$ cat src/rtl/neuron_core_pkg.sv
// Shared constants and scheduler state encoding for the 256x256 neuron core.
package neuron_core_pkg;

    localparam int unsigned N_AXONS   = 256;
    localparam int unsigned N_NEURONS = 256;
    localparam int unsigned AXON_W    = $clog2(N_AXONS);
    localparam int unsigned STATE_W   = 3;

    typedef enum logic [STATE_W-1:0] {
        S_IDLE  = 3'd0,
        S_ISSUE = 3'd1,
        S_WAIT  = 3'd2,
        S_INTEG = 3'd3,
        S_FIRE  = 3'd4,
        S_CAPT  = 3'd5,
        S_DONE  = 3'd6
    } sched_state_t;

endpackage

$ cat src/rtl/neuron_event_fifo.sv
// Synchronous axon event FIFO with occupancy count; a pop frees a slot for a same-cycle push.
module neuron_event_fifo #(
    parameter int unsigned WIDTH = 8,
    parameter int unsigned DEPTH = 16
) (
    input  logic                   clk,
    input  logic                   rst,
    input  logic                   push,
    input  logic [WIDTH-1:0]       wr_data,
    input  logic                   pop,
    output logic [WIDTH-1:0]       rd_data,
    output logic                   full,
    output logic                   empty,
    output logic [$clog2(DEPTH):0] count
);
    localparam int unsigned PW = $clog2(DEPTH);
    localparam int unsigned CW = PW + 1;

    logic [WIDTH-1:0] mem [DEPTH];
    logic [PW-1:0]    wr_ptr;
    logic [PW-1:0]    rd_ptr;
    logic             do_push;
    logic             do_pop;

    assign full    = (count == CW'(DEPTH));
    assign empty   = (count == '0);
    assign do_pop  = pop && !empty;
    assign do_push = push && (!full || do_pop);
    assign rd_data = mem[rd_ptr];

    // Pointers wrap naturally because DEPTH is a power of two.
    always_ff @(posedge clk) begin
        if (rst) begin
            wr_ptr <= '0;
            rd_ptr <= '0;
            count  <= '0;
        end else begin
            if (do_push) wr_ptr <= wr_ptr + PW'(1);
            if (do_pop)  rd_ptr <= rd_ptr + PW'(1);
            case ({do_push, do_pop})
                2'b10:   count <= count + CW'(1);
                2'b01:   count <= count - CW'(1);
                default: ;
            endcase
        end
    end

    always_ff @(posedge clk) begin
        if (do_push) mem[wr_ptr] <= wr_data;
    end

endmodule

$ cat src/rtl/neuron_tick_scheduler.sv
// Replays queued axon events once per tick (row read, wait, integrate), then fires and counts spikes.
module neuron_tick_scheduler #(
    parameter int unsigned N_AXONS    = neuron_core_pkg::N_AXONS,
    parameter int unsigned N_NEURONS  = neuron_core_pkg::N_NEURONS,
    parameter int unsigned FIFO_DEPTH = 16,
    parameter int unsigned ROW_LAT    = 1
) (
    input  logic                       wb_clk_i,
    input  logic                       wb_rst_i,
    input  logic                       evt_valid_i,
    input  logic [$clog2(N_AXONS)-1:0] evt_axon_i,
    output logic                       evt_ready_o,
    input  logic                       tick_i,
    output logic                       row_rd_o,
    output logic [$clog2(N_AXONS)-1:0] row_axon_o,
    output logic                       integrate_o,
    output logic                       fire_o,
    input  logic [N_NEURONS-1:0]       spikes_i,
    output logic [8:0]                 spike_count_o,
    output logic [$clog2(N_AXONS):0]   events_done_o,
    output logic                       tick_done_o,
    output logic                       busy_o,
    output logic                       tick_overrun_o
);
    import neuron_core_pkg::*;

    localparam int unsigned AW  = $clog2(N_AXONS);
    localparam int unsigned EW  = AW + 1;
    localparam int unsigned CW  = $clog2(FIFO_DEPTH) + 1;
    localparam int unsigned LW  = 3;
    localparam int unsigned SCW = 9;

    sched_state_t   state, state_next;
    logic [CW-1:0]  remaining, remaining_c;
    logic [LW-1:0]  lat_cnt, lat_cnt_c;
    logic [EW-1:0]  evt_cnt, evt_cnt_c, events_done_c;
    logic [AW-1:0]  row_axon_c;
    logic [SCW-1:0] spike_count_c;
    logic           tick_pending, tick_pending_c, tick_overrun_c;
    logic           pop_c;
    logic           fifo_full, fifo_empty;
    logic [AW-1:0]  fifo_head;
    logic [CW-1:0]  fifo_count;

    function automatic logic [SCW-1:0] popcount(input logic [N_NEURONS-1:0] v);
        logic [SCW-1:0] c;
        c = '0;
        for (int i = 0; i < N_NEURONS; i++) c = c + SCW'(v[i]);
        return c;
    endfunction

    assign evt_ready_o = !fifo_full;

    neuron_event_fifo #(
        .WIDTH (AW),
        .DEPTH (FIFO_DEPTH)
    ) u_fifo (
        .clk     (wb_clk_i),
        .rst     (wb_rst_i),
        .push    (evt_valid_i && evt_ready_o),
        .wr_data (evt_axon_i),
        .pop     (pop_c),
        .rd_data (fifo_head),
        .full    (fifo_full),
        .empty   (fifo_empty),
        .count   (fifo_count)
    );

    // Next-state logic; the FIFO head is popped on the edge into ISSUE so row_axon_o is valid with row_rd_o.
    always_comb begin
        state_next     = state;
        remaining_c    = remaining;
        lat_cnt_c      = lat_cnt;
        evt_cnt_c      = evt_cnt;
        events_done_c  = events_done_o;
        row_axon_c     = row_axon_o;
        spike_count_c  = spike_count_o;
        tick_pending_c = tick_pending;
        tick_overrun_c = tick_overrun_o;
        pop_c          = 1'b0;

        if (tick_i && state != S_IDLE) begin
            if (tick_pending) tick_overrun_c = 1'b1;
            else              tick_pending_c = 1'b1;
        end

        case (state)
            S_IDLE: begin
                if (tick_i || tick_pending) begin
                    remaining_c    = fifo_count;
                    evt_cnt_c      = '0;
                    tick_pending_c = tick_i && tick_pending;
                    if (!fifo_empty) begin
                        state_next = S_ISSUE;
                        pop_c      = 1'b1;
                        row_axon_c = fifo_head;
                    end else begin
                        state_next = S_FIRE;
                    end
                end
            end
            S_ISSUE: begin
                lat_cnt_c  = LW'(ROW_LAT - 1);
                state_next = S_WAIT;
            end
            S_WAIT: begin
                if (lat_cnt == '0) state_next = S_INTEG;
                else               lat_cnt_c  = lat_cnt - LW'(1);
            end
            S_INTEG: begin
                remaining_c = remaining - CW'(1);
                evt_cnt_c   = evt_cnt + EW'(1);
                if (remaining > CW'(1)) begin
                    state_next = S_ISSUE;
                    pop_c      = 1'b1;
                    row_axon_c = fifo_head;
                end else begin
                    state_next = S_FIRE;
                end
            end
            S_FIRE: state_next = S_CAPT;
            S_CAPT: begin
                spike_count_c = popcount(spikes_i);
                events_done_c = evt_cnt;
                state_next    = S_DONE;
            end
            S_DONE:  state_next = S_IDLE;
            default: state_next = S_IDLE;
        endcase
    end

    // Strobes are registered from the next state so each lines up with its state cycle.
    always_ff @(posedge wb_clk_i) begin
        if (wb_rst_i) begin
            state          <= S_IDLE;
            remaining      <= '0;
            lat_cnt        <= '0;
            evt_cnt        <= '0;
            tick_pending   <= 1'b0;
            tick_overrun_o <= 1'b0;
            row_axon_o     <= '0;
            spike_count_o  <= '0;
            events_done_o  <= '0;
            row_rd_o       <= 1'b0;
            integrate_o    <= 1'b0;
            fire_o         <= 1'b0;
            tick_done_o    <= 1'b0;
            busy_o         <= 1'b0;
        end else begin
            state          <= state_next;
            remaining      <= remaining_c;
            lat_cnt        <= lat_cnt_c;
            evt_cnt        <= evt_cnt_c;
            tick_pending   <= tick_pending_c;
            tick_overrun_o <= tick_overrun_c;
            row_axon_o     <= row_axon_c;
            spike_count_o  <= spike_count_c;
            events_done_o  <= events_done_c;
            row_rd_o       <= (state_next == S_ISSUE);
            integrate_o    <= (state_next == S_INTEG);
            fire_o         <= (state_next == S_FIRE);
            tick_done_o    <= (state_next == S_DONE);
            busy_o         <= (state_next != S_IDLE);
        end
    end

endmodule

$ cat config.mk
export PLATFORM = sky130hd
export DESIGN_NAME = neuron_tick_scheduler
export DESIGN_NICKNAME = d
export VERILOG_FILES = /design/src/rtl/neuron_core_pkg.sv /design/src/rtl/neuron_event_fifo.sv /design/src/rtl/neuron_tick_scheduler.sv
export SDC_FILE = /design/constraint.sdc
export NUM_CORES = 1
export LEC_CHECK = 0
export ABC_CLOCK_PERIOD_IN_PS = 22600
export BUFFER_PORTS_ARGS = -buffer_cell sky130_fd_sc_hd__buf_2
export CAP_MARGIN = 20
export CORE_UTILIZATION = 40
export CTS_CLUSTER_DIAMETER = 50
export CTS_CLUSTER_SIZE = 25
export DETAILED_ROUTE_END_ITERATION = 6
export GPL_TIMING_DRIVEN = 0
export PLACE_DENSITY_LB_ADDON = 0.3
export SYNTH_ARGS = -nofsm -noshare
export SYNTH_HDL_FRONTEND = slang
export SYNTH_SLANG_ARGS = --single-unit
$ cat constraint.sdc
create_clock -name wb_clk_i -period 22.6 [get_ports wb_clk_i]
set_input_delay 2.26 -clock wb_clk_i [delete_from_list [all_inputs] [get_ports wb_clk_i]]
set_output_delay 2.26 -clock wb_clk_i [all_outputs]
set_load 0.01 [all_outputs]
==> results of run 1 <==
[cells by family after synthesis]
kind of cell               Yosys count  share of synthesized area
adders and majority gates          296                      0.374
and+or+nand+nor                    180                     0.0561
muxes                               38                     0.0529
buffers and inverters              426                      0.111
xor gates and xnor gates             9                    0.00533
DFF                                198                      0.355
AOI/OAI and AO/OA                  104                     0.0464
[critical path, stage by stage]
cell and delay, ns:
buf_2 0.11, fa_1 0.52, inv_1 0.05, fa_1 0.47, inv_1 0.05, fa_1 0.48, inv_1 0.05, fa_1 0.50
fa_1 0.52, inv_1 0.05, fa_1 0.47, inv_1 0.05, fa_1 0.56, fa_1 0.50, fa_1 0.60, fa_1 0.45
fa_1 0.55, inv_1 0.06, ha_1 0.20, fa_1 0.43, a211oi_1 0.34, o21bai_1 0.11, a21oi_1 0.25, nand2b_1 0.14
a221oi_1 0.07
[final cells by class]
type,count,area share
inverters,393,0.0845
well taps,468,0.0336
clock buffers,18,0.0246
flip-flops and latches,198,0.301
clock inverters,14,0.00667
repair buffers,304,0.0873
multi-input cells,627,0.453
plain buffers,33,0.00954
[per-layer routing]
layer	wire, um	share of wire
met5	22	0.00069
met4	315	0.0099
met3	1350	0.042
met2	17600	0.55
met1	12600	0.40
[cells in the final DEF (no fill, tap or decap), types with 3 or more instances in the layout]
cell type    n
a211oi_1     3
a21o_1       4
a21oi_1     32
a221oi_1    11
a22o_1       8
a31oi_1      4
and3_1       3
buf_1        6
buf_2      307
buf_4        3
buf_6        4
clkbuf_1    18
clkbuf_16   17
clkinv_4     3
dfxtp_1     70
edfxtp_1   128
fa_1       243
ha_1        53
inv_1      393
inv_6        4
inv_8        3
mux2i_1      4
mux4_2      32
nand2_1     54
nand2b_1     8
nand3_1     21
nor2_1      54
nor2b_1      5
nor3_1      15
o211ai_1     3
o21a_1       3
o21ai_0     14
o21ai_1      8
or3_1        3
or4_1        3
xnor2_1      4
xor2_1       5
[flip-flops by register name, summed over array words and instances (netlist names), 3 cells and up, named ones only]
name           cells
u_fifo.wr_ptr      4
spike_count_o      9
u_fifo.mem       128
lat_cnt            3
u_fifo.count       5
remaining          5
u_fifo.rd_ptr      4
events_done_o      9
evt_cnt            9
row_axon_o         8
state              3
[synth_stat cells (5+ instances only)]
master,number
inv_1,393
fa_1,243
edfxtp_1,128
dfxtp_1,70
nand2_1,54
nor2_1,54
ha_1,53
a21oi_1,32
mux4_2,32
nand3_1,21
clkbuf_1,17
nor3_1,15
o21ai_0,14
a221oi_1,11
a22o_1,8
nand2b_1,8
o21ai_1,8
buf_1,6
nor2b_1,5
xor2_1,5
[how the worst min path moves through the flow]
stage / endpoint / slack, ns / cells after the start
finish: spike_count_o[4] / 0.45 / 2
detailed placement: spike_count_o[4] / 0.45 / 2
CTS: spike_count_o[4] / 0.45 / 2
global placement: spike_count_o[4] / 0.44 / 2
global route: spike_count_o[4] / 0.48 / 2
floorplan: events_done_o[8] / 0.44 / 2
[through the flow]
stage          area (sq um)  setup WS (ns)   util  hold slack [ns]  instances
3_3_place_gp          16900          12.47  0.462            0.440       2019
3_5_place_dp          16900          12.45  0.463            0.446       2023
5_1_grt               17400          12.64  0.478            0.475       2055
6_report              17400          13.02  0.478            0.454       2055
2_1_floorplan         14800          13.27      -            0.443       1251
4_1_cts               17400          12.90  0.478            0.454       2055
==> results.yml, run 1 <==
logic_synthesis:
  synth.distinct_cells: 53
  synthTopCellsByArea: "fa_1 33%, edfxtp_1 26%, inv_1 10%"
  yosysSeqAreaShare: 0.355
  syn-num-nets: 1815
  yosysTopAreaCellShare: 0.329
  avgSynthCellArea_sq_um: 11.8
  synth_cells: 1251
  synth_edf_count: 128
  synth_seq_cells: 198
  synth.cell_area_sq_um: 14800
  synth_async_sr_flop_share: 0
  yosysWarningCount: 0
  ys.flop_type: "edfxtp_1"
  synth_top_area_cell: "fa_1"
cells_and_area:
  num-fill-cells: 3371
  multi_input_area_sq_um: 7910
  area_growth_pct: 17.9
  nNetsFinal: 2138
  num_antenna_cells: 0
  regArea_sq_um: 5250
  drive_above_1_share: 0.241
worst_setup_path:
  startpoint: "spikes_i[101]"
  r2r-start: "u_fifo.count[1]"
  r2r_cells: 11
  crit_arrival_ns: 9.85
  crit_fanout: 3
  startpoint_type: "input pin"
  endpoint_kind: "flop"
  required_ns: 22.87
  timing.rr.end: "u_fifo.count[4]"
  r2r_slack_ns: 19.31
  critical_path_class: "input pin to flop"
  crit_path_end: "spike_count_o[8]"
sta:
  finClkSkew_ns: 0.0146
  rsz0062_at_grt: "no"
  maxSlewHeadroom: 0.392
  period_needed_ns: 9.58
  setup_viol: 0
  tightest_slew_ns: 0.908
  fmax_ghz: 0.104
  period_share: 0.424
  hold_viol_final: 0
  setup_tns_ns: 0
  slew_violations: 0
die:
  die_y_um: 194
  start_util: 0.405
  rows: 70
  io_pins: 301
  core_area_sq_um: 36500
  dieArea_sq_um: 37800
  dieWidth_um: 194
global_routing:
  gr-usage-met1: 0.212
  grt_start_max_net_pins: 19
  busiest_layer: "met2"
  overflow: 0
  first_global_vias: 10400
  antenna_found_initial: 3
  track_usage: 0.181
  grt_pass1_wl_um: 53100
  gr-usage-met3: 0.0253
  grt.met2_usage: 0.346
drt:
  first_iter_violations: 422
  vias: 9447
  avgViaCountPerCell: 4.60
  wire_per_inst_um: 15.5
  drt-pass1-iter-count: 5
  ant_nets: 0
  drc: 0
  drt_wl_total_um: 31900
placement:
  gp_congestion: 0.808
  io_buffers: 300
  hpwl_um: 27800
cts:
  cts_made_buffers: 17
  cts_tree: "built"
  cts-resized-gates: 0
  cts_max_level: 4
  clock-sinks: 198
  clk_pin_slew_worst_paths_ns: 0.07
  cts_hold_buf: 0
  post_cts_buffers: 0
  cts_buffer_depth: 2
  clockRootBuffer: "clkbuf_16"
  clk_latency_ns: 0.42
run_status:
  status: "complete, no violations"
min_path:
  hold_path_startpoint: "spike_count_o[4]"
  hold_path.class: "flop to flop"
flow_run:
  drv_cap: 0
Power of run 1 is not shown: default switching activity piles up to over one toggle a cycle in this logic, so the estimate is an artifact.
==> run 2: changes to the inputs <==
--- a/config.mk
+++ b/config.mk
@@ -5,7 +5,8 @@
 export SDC_FILE = /design/constraint.sdc
 export NUM_CORES = 1
 export LEC_CHECK = 0
-export ABC_CLOCK_PERIOD_IN_PS = 22600
+export ABC_AREA = 1
+export ABC_CLOCK_PERIOD_IN_PS = 9650
 export BUFFER_PORTS_ARGS = -buffer_cell sky130_fd_sc_hd__buf_2
 export CAP_MARGIN = 20
 export CORE_UTILIZATION = 40
==> constraint.sdc (replaced) <==
create_clock -name wb_clk_i -period 9.65 [get_ports wb_clk_i]
set_input_delay 0.965 -clock wb_clk_i [delete_from_list [all_inputs] [get_ports wb_clk_i]]
set_output_delay 0.965 -clock wb_clk_i [all_outputs]
set_load 0.01 [all_outputs]
==> run 2 against run 1 <==
Net effect:
- worst setup slack worse by 11 ns
- die area is 4.9% higher
- cell count is 20% higher
==> results.yml, run 2 <==
logic_synthesis:
  synthSimpleGateAreaFrac: 0.133
  synthTopCellsByArea: "fa_1 31%, edfxtp_1 25%, inv_1 12%"
  avgSynthCellArea_sq_um: 9.51
  syn-num-nets: 2196
  synth_seq_cells: 198
  synth.cell_area_sq_um: 15500
  ys.flop_type: "edfxtp_1"
  yosys-top-cells-count: "516 x inv_1, 278 x nand2_1, 243 x fa_1"
  synth.distinct_cells: 39
  synth_top_family_by_area: "adder cells"
  synth_compound_area_frac: 0.0311
  yosysWarningCount: 0
  synth.most_common_cell: "inv_1"
  synth_cells: 1632
  synth_async_sr_flop_share: 0
  yosysTopAreaCellShare: 0.313
  synth-xor-area-share: 0.00508
  synth_edf_count: 128
  synth_top_area_cell: "fa_1"
  yosysSeqAreaShare: 0.338
  synth-adder-area-share: 0.356
  synth.area.mux_share: 0
cts:
  cts_hold_buf: 0
  clk_latency_ns: 0.44
  cts-resized-gates: 0
  cts_tree: "built"
  post_cts_buffers: 0
  clockRootBuffer: "clkbuf_16"
  cts_made_buffers: 17
  cts_max_level: 4
  clock-sinks: 198
  cts_buffer_depth: 2
  clk_pin_slew_worst_paths_ns: 0.07
global_routing:
  grt_pass1_wl_um: 60100
  first_global_vias: 11900
  track_usage: 0.201
  overflow: 0
  grt_start_max_net_pins: 18
  antenna_found_initial: 2
sta:
  slew_violations: 0
  fmax_ghz: 0.129
  finClkSkew_ns: 0.0115
  setup_viol: 0
  setup_ws_ns: 1.88
  setup_tns_ns: 0
  tightest_slew_ns: 0.983
  fin_hold_ws_ns: 0.426
  maxSlewHeadroom: 0.342
  period_share: 0.805
  rsz0062_at_grt: "no"
  hold_viol_final: 0
  period_needed_ns: 7.77
run_status:
  status: "complete, no violations"
drt:
  first_iter_violations: 574
  vias: 11200
  ant_nets: 0
  drc: 0
  wire_per_inst_um: 15.3
  drt_wl_total_um: 38000
  avgViaCountPerCell: 4.55
  drt-pass1-iter-count: 6
placement:
  io_buffers: 299
  post-place-ws_ns: 1.37
  gp_congestion: 0.886
  hpwl_um: 31700
worst_setup_path:
  crit_slowest_cell: "fa_1"
  required_ns: 10.00
  critPathMaxStageDelay_ns: 0.56
  crit_arrival_ns: 8.11
  critPathBufInv: 8
  r2r-start: "remaining[1]"
  path_delay_family: "adder cells"
  endpoint_kind: "flop"
  crit_fanout: 3
  startpoint: "spikes_i[149]"
  path_common_cell: "fa_1"
  startpoint_type: "input pin"
  critical_path_class: "input pin to flop"
min_path:
  hold_path_startpoint: "lat_cnt[0]"
  hold_path.class: "flop to flop"
die:
  dieArea_sq_um: 39600
  io_pins: 301
  dieWidth_um: 199
  core_area_sq_um: 37900
  die_y_um: 199
  start_util: 0.409
  rows: 71
cells_and_area:
  regArea_sq_um: 5250
  final_common_cell: "inv_1"
  num-fill-cells: 3621
  multi_input_area_sq_um: 8150
  largest_register_ffs: 128
  regMostFlops: "u_fifo.mem"
  drive_above_1_share: 0.187
  final_cell_mix: "516 x inv_1, 314 x buf_2, 278 x nand2_1"
  nNetsFinal: 2514
  utilization: 0.481
  area_growth_pct: 17.6
flow_run:
  drv_cap: 0
run 2: cell count changes after synthesis, moves of 7 or more:
cell | previous run | this run
o21ai_0 | 14 | 36
nand2_1 | 54 | 278
nand2b_1 | 8 | 1
mux4_2 | 32 | 0
buf_2 | 4 | 15
nand3_1 | 21 | 113
a221oi_1 | 11 | 0
nor3_1 | 15 | 3
inv_1 | 393 | 516
a22o_1 | 8 | 0
nor2_1 | 54 | 64
run 2: routing by layer:
layer | vias up | part of all wire | wire length [um] | track usage
met5 | - | 0.00045 | 17 | 0
met4 | 2 | 0.019 | 724 | 0.0587
met3 | 42 | 0.047 | 1800 | 0.0293
met2 | 331 | 0.54 | 20600 | 0.378
met1 | 5449 | 0.39 | 14800 | 0.234
li1 | 5421 | - | - | -
run 2: cell type report:
| cell class | count | area share |
|---|---|---|
| Sequential cell | 198 | 0.287 |
| Inverter | 521 | 0.107 |
| Multi-Input combinational cell | 877 | 0.446 |
| Timing Repair Buffer | 299 | 0.0819 |
| Antenna cell | 1 | 0.000137 |
| Clock buffer | 19 | 0.0237 |
| Tap cell | 511 | 0.0350 |
| Clock inverter | 12 | 0.00918 |
| Buffer | 36 | 0.00952 |
run 2: per-stage QoR:
stage / instance area [sq um] / cells
2_1_floorplan: 15500 / 1632
3_5_place_dp: 17700 / 2442
3_3_place_gp: 17700 / 2442
6_report: 18300 / 2474
5_1_grt: 18300 / 2474
4_1_cts: 18300 / 2473
run 2: final timing paths:
check / end / slack, ns / cells past startpoint
worst max register to register: u_fifo.count[4] / 6.97 / 19
worst max-delay path: spike_count_o[6] / 1.88 / 28
worst min register to register: lat_cnt[0] / 0.43 / 1
worst min-delay path: lat_cnt[0] / 0.43 / 1
run 2: kinds of logic (layout without fill, tap and decap cells):
| kind of cell | Yosys count | in the layout |
|---|---|---|
| AOI/OAI and AO/OA | 89 | 89 |
| and+or+nand+nor | 483 | 483 |
| xor gates and xnor gates | 9 | 9 |
| adders and majority gates | 296 | 296 |
| other | 0 | 1 |
| buffers and inverters | 557 | 887 |
| DFF | 198 | 198 |
Power of run 2 is left out for the same reason.
==> run 3: changes to the inputs <==
--- a/config.mk
+++ b/config.mk
@@ -5,8 +5,8 @@
 export SDC_FILE = /design/constraint.sdc
 export NUM_CORES = 1
 export LEC_CHECK = 0
-export ABC_AREA = 1
-export ABC_CLOCK_PERIOD_IN_PS = 9650
+export ABC_AREA = 0
+export ABC_CLOCK_PERIOD_IN_PS = 7700
 export BUFFER_PORTS_ARGS = -buffer_cell sky130_fd_sc_hd__buf_2
 export CAP_MARGIN = 20
 export CORE_UTILIZATION = 40
==> constraint.sdc (replaced) <==
create_clock -name wb_clk_i -period 7.7 [get_ports wb_clk_i]
set_input_delay 0.77 -clock wb_clk_i [delete_from_list [all_inputs] [get_ports wb_clk_i]]
set_output_delay 0.77 -clock wb_clk_i [all_outputs]
set_load 0.01 [all_outputs]
==> run 3 against run 2 <==
Net effect:
- critical path depth is 5 lower
- register-to-register slack worse by 2.6 ns
- hold slack better by 0.031 ns
- largest cell class unchanged
==> results.yml, run 3 (synthesis results as in run 1) <==
worst_setup_path:
  crit_slowest_cell: "fa_2"
  required_ns: 7.99
  crit_fanout: 3
  endpoint_kind: "flop"
  path_common_cell: "fa_1"
  crit_arrival_ns: 7.85
  critical_path_class: "input pin to flop"
  critPathMaxStageDelay_ns: 0.60
  startpoint_type: "input pin"
  crit_chain: "buf_2, fa_2, inv_1, fa_1, fa_2, fa_1, fa_1, fa_1, fa_1, inv_1, fa_2, inv_2, fa_1, fa_1, fa_1, inv_2, ha_4, fa_2, a211oi_2, o21bai_1, a21oi_2, nand2b_1, a221oi_2"
global_routing:
  first_global_vias: 10400
  overflow: 0
  antenna_found_initial: 5
  grt_pass1_wl_um: 53200
  track_usage: 0.183
  grt_start_max_net_pins: 20
cells_and_area:
  regMostFlops: "u_fifo.mem"
  fin_cells: 2060
  drive_above_1_share: 0.264
  largest_register_ffs: 128
  final_cell_mix: "382 x inv_1, 303 x buf_2, 230 x fa_1"
  final_area_sq_um: 17600
  area_growth_pct: 19.0
  final_common_cell: "inv_1"
  nNetsFinal: 2140
placement:
  hpwl_um: 28200
  io_buffers: 300
  gp_congestion: 0.810
  post-place-ws_ns: -0.516
  placedCellCount: 2023
  dpl-instance-area_sq_um: 16900
drt:
  route.met2.wl_um: 18200
  ant_nets: 0
  routedLengthMet1_um: 12700
  vias: 9517
  drt_wl_total_um: 32600
  drt-pass1-iter-count: 5
  first_iter_violations: 438
  wire_per_inst_um: 15.8
  avgViaCountPerCell: 4.62
  wl_met3_um: 1420
  drc: 0
  routed.top_layer: "met5"
cts:
  clk_latency_ns: 0.43
  clock-sinks: 198
  cts_tree: "built"
  clk_pin_slew_worst_paths_ns: 0.08
  cts_max_level: 4
  cts_hold_buf: 0
  cts_buffer_depth: 2
  clockRootBuffer: "clkbuf_16"
  cts_made_buffers: 17
die:
  die_y_um: 194
  io_pins: 301
  rows: 70
  start_util: 0.405
  core_area_sq_um: 36500
  dieWidth_um: 194
  dieArea_sq_um: 37800
sta:
  period_share: 0.982
  finClkSkew_ns: 0.0106
  hold_viol_final: 0
  slew_violations: 0
  setup_viol: 0
  maxSlewHeadroom: 0.394
  tightest_slew_ns: 0.905
  fmax_ghz: 0.132
  period_needed_ns: 7.56
  setup_ws_ns: 0.140
  rsz0062_at_grt: "yes"
min_path:
  hold_path.class: "flop to flop"
run_status:
  status: "complete, no violations"
flow_run:
  drv_cap: 0
[run 3: layout make-up]
class | count | area [sq um]
Timing Repair Buffer | 306 | 1560
Tap cell | 468 | 586
Multi-Input combinational cell | 627 | 8000
Sequential cell | 198 | 5250
Buffer | 33 | 166
Clock buffer | 18 | 439
Fill cell | 3396 | 18900
Inverter | 393 | 1480
Clock inverter | 14 | 135
Antenna cell | 3 | 7.51
[run 3: final timing paths]
| check | from | endpoint | slack, ns | cells past startpoint |
|---|---|---|---|---|
| setup / recovery | spikes_i[161] | spike_count_o[8] | 0.14 | 23 |
| hold / removal | row_axon_o[0] | row_axon_o[0] | 0.46 | 2 |
| setup reg to reg | u_fifo.count[0] | u_fifo.count[4] | 4.35 | 11 |
| hold reg to reg | row_axon_o[0] | row_axon_o[0] | 0.46 | 2 |
[run 3: critical path, delay by kind of cell]
| kind | cells | cell delay [ns] |
|---|---|---|
| simple gates | 1 | 0.15 |
| buf+inv | 5 | 0.33 |
| compound gates | 4 | 0.56 |
| fa+ha+maj | 13 | 6.04 |
[run 3: per-layer routing]
layer	GRT usage	up-vias
li1	-	4507
met1	0.209	4773
met2	0.352	212
met3	0.0326	19
met4	0.0379	6
met5	0	-
[run 3: metrics by stage]
stage	util	hold WS, ns	TNS, ns
3_5_place_dp	0.463	0.449	-2.71
3_3_place_gp	0.463	0.440	-2.34
5_1_grt	0.482	0.478	-0.286
4_1_cts	0.479	0.459	0
6_report	0.482	0.457	0
2_1_floorplan	-	0.443	0
[run 3: what timing repair did]
| item | 4_1_cts | 5_1_grt |
|---|---|---|
| gates resized for setup | 2 | 33 |
| buffers inserted | 0 | 2 |
| pin swaps | 0 | 27 |
| endpoints found under the setup margin | 2 | 6 |
Power of run 3 is left out for the same reason.
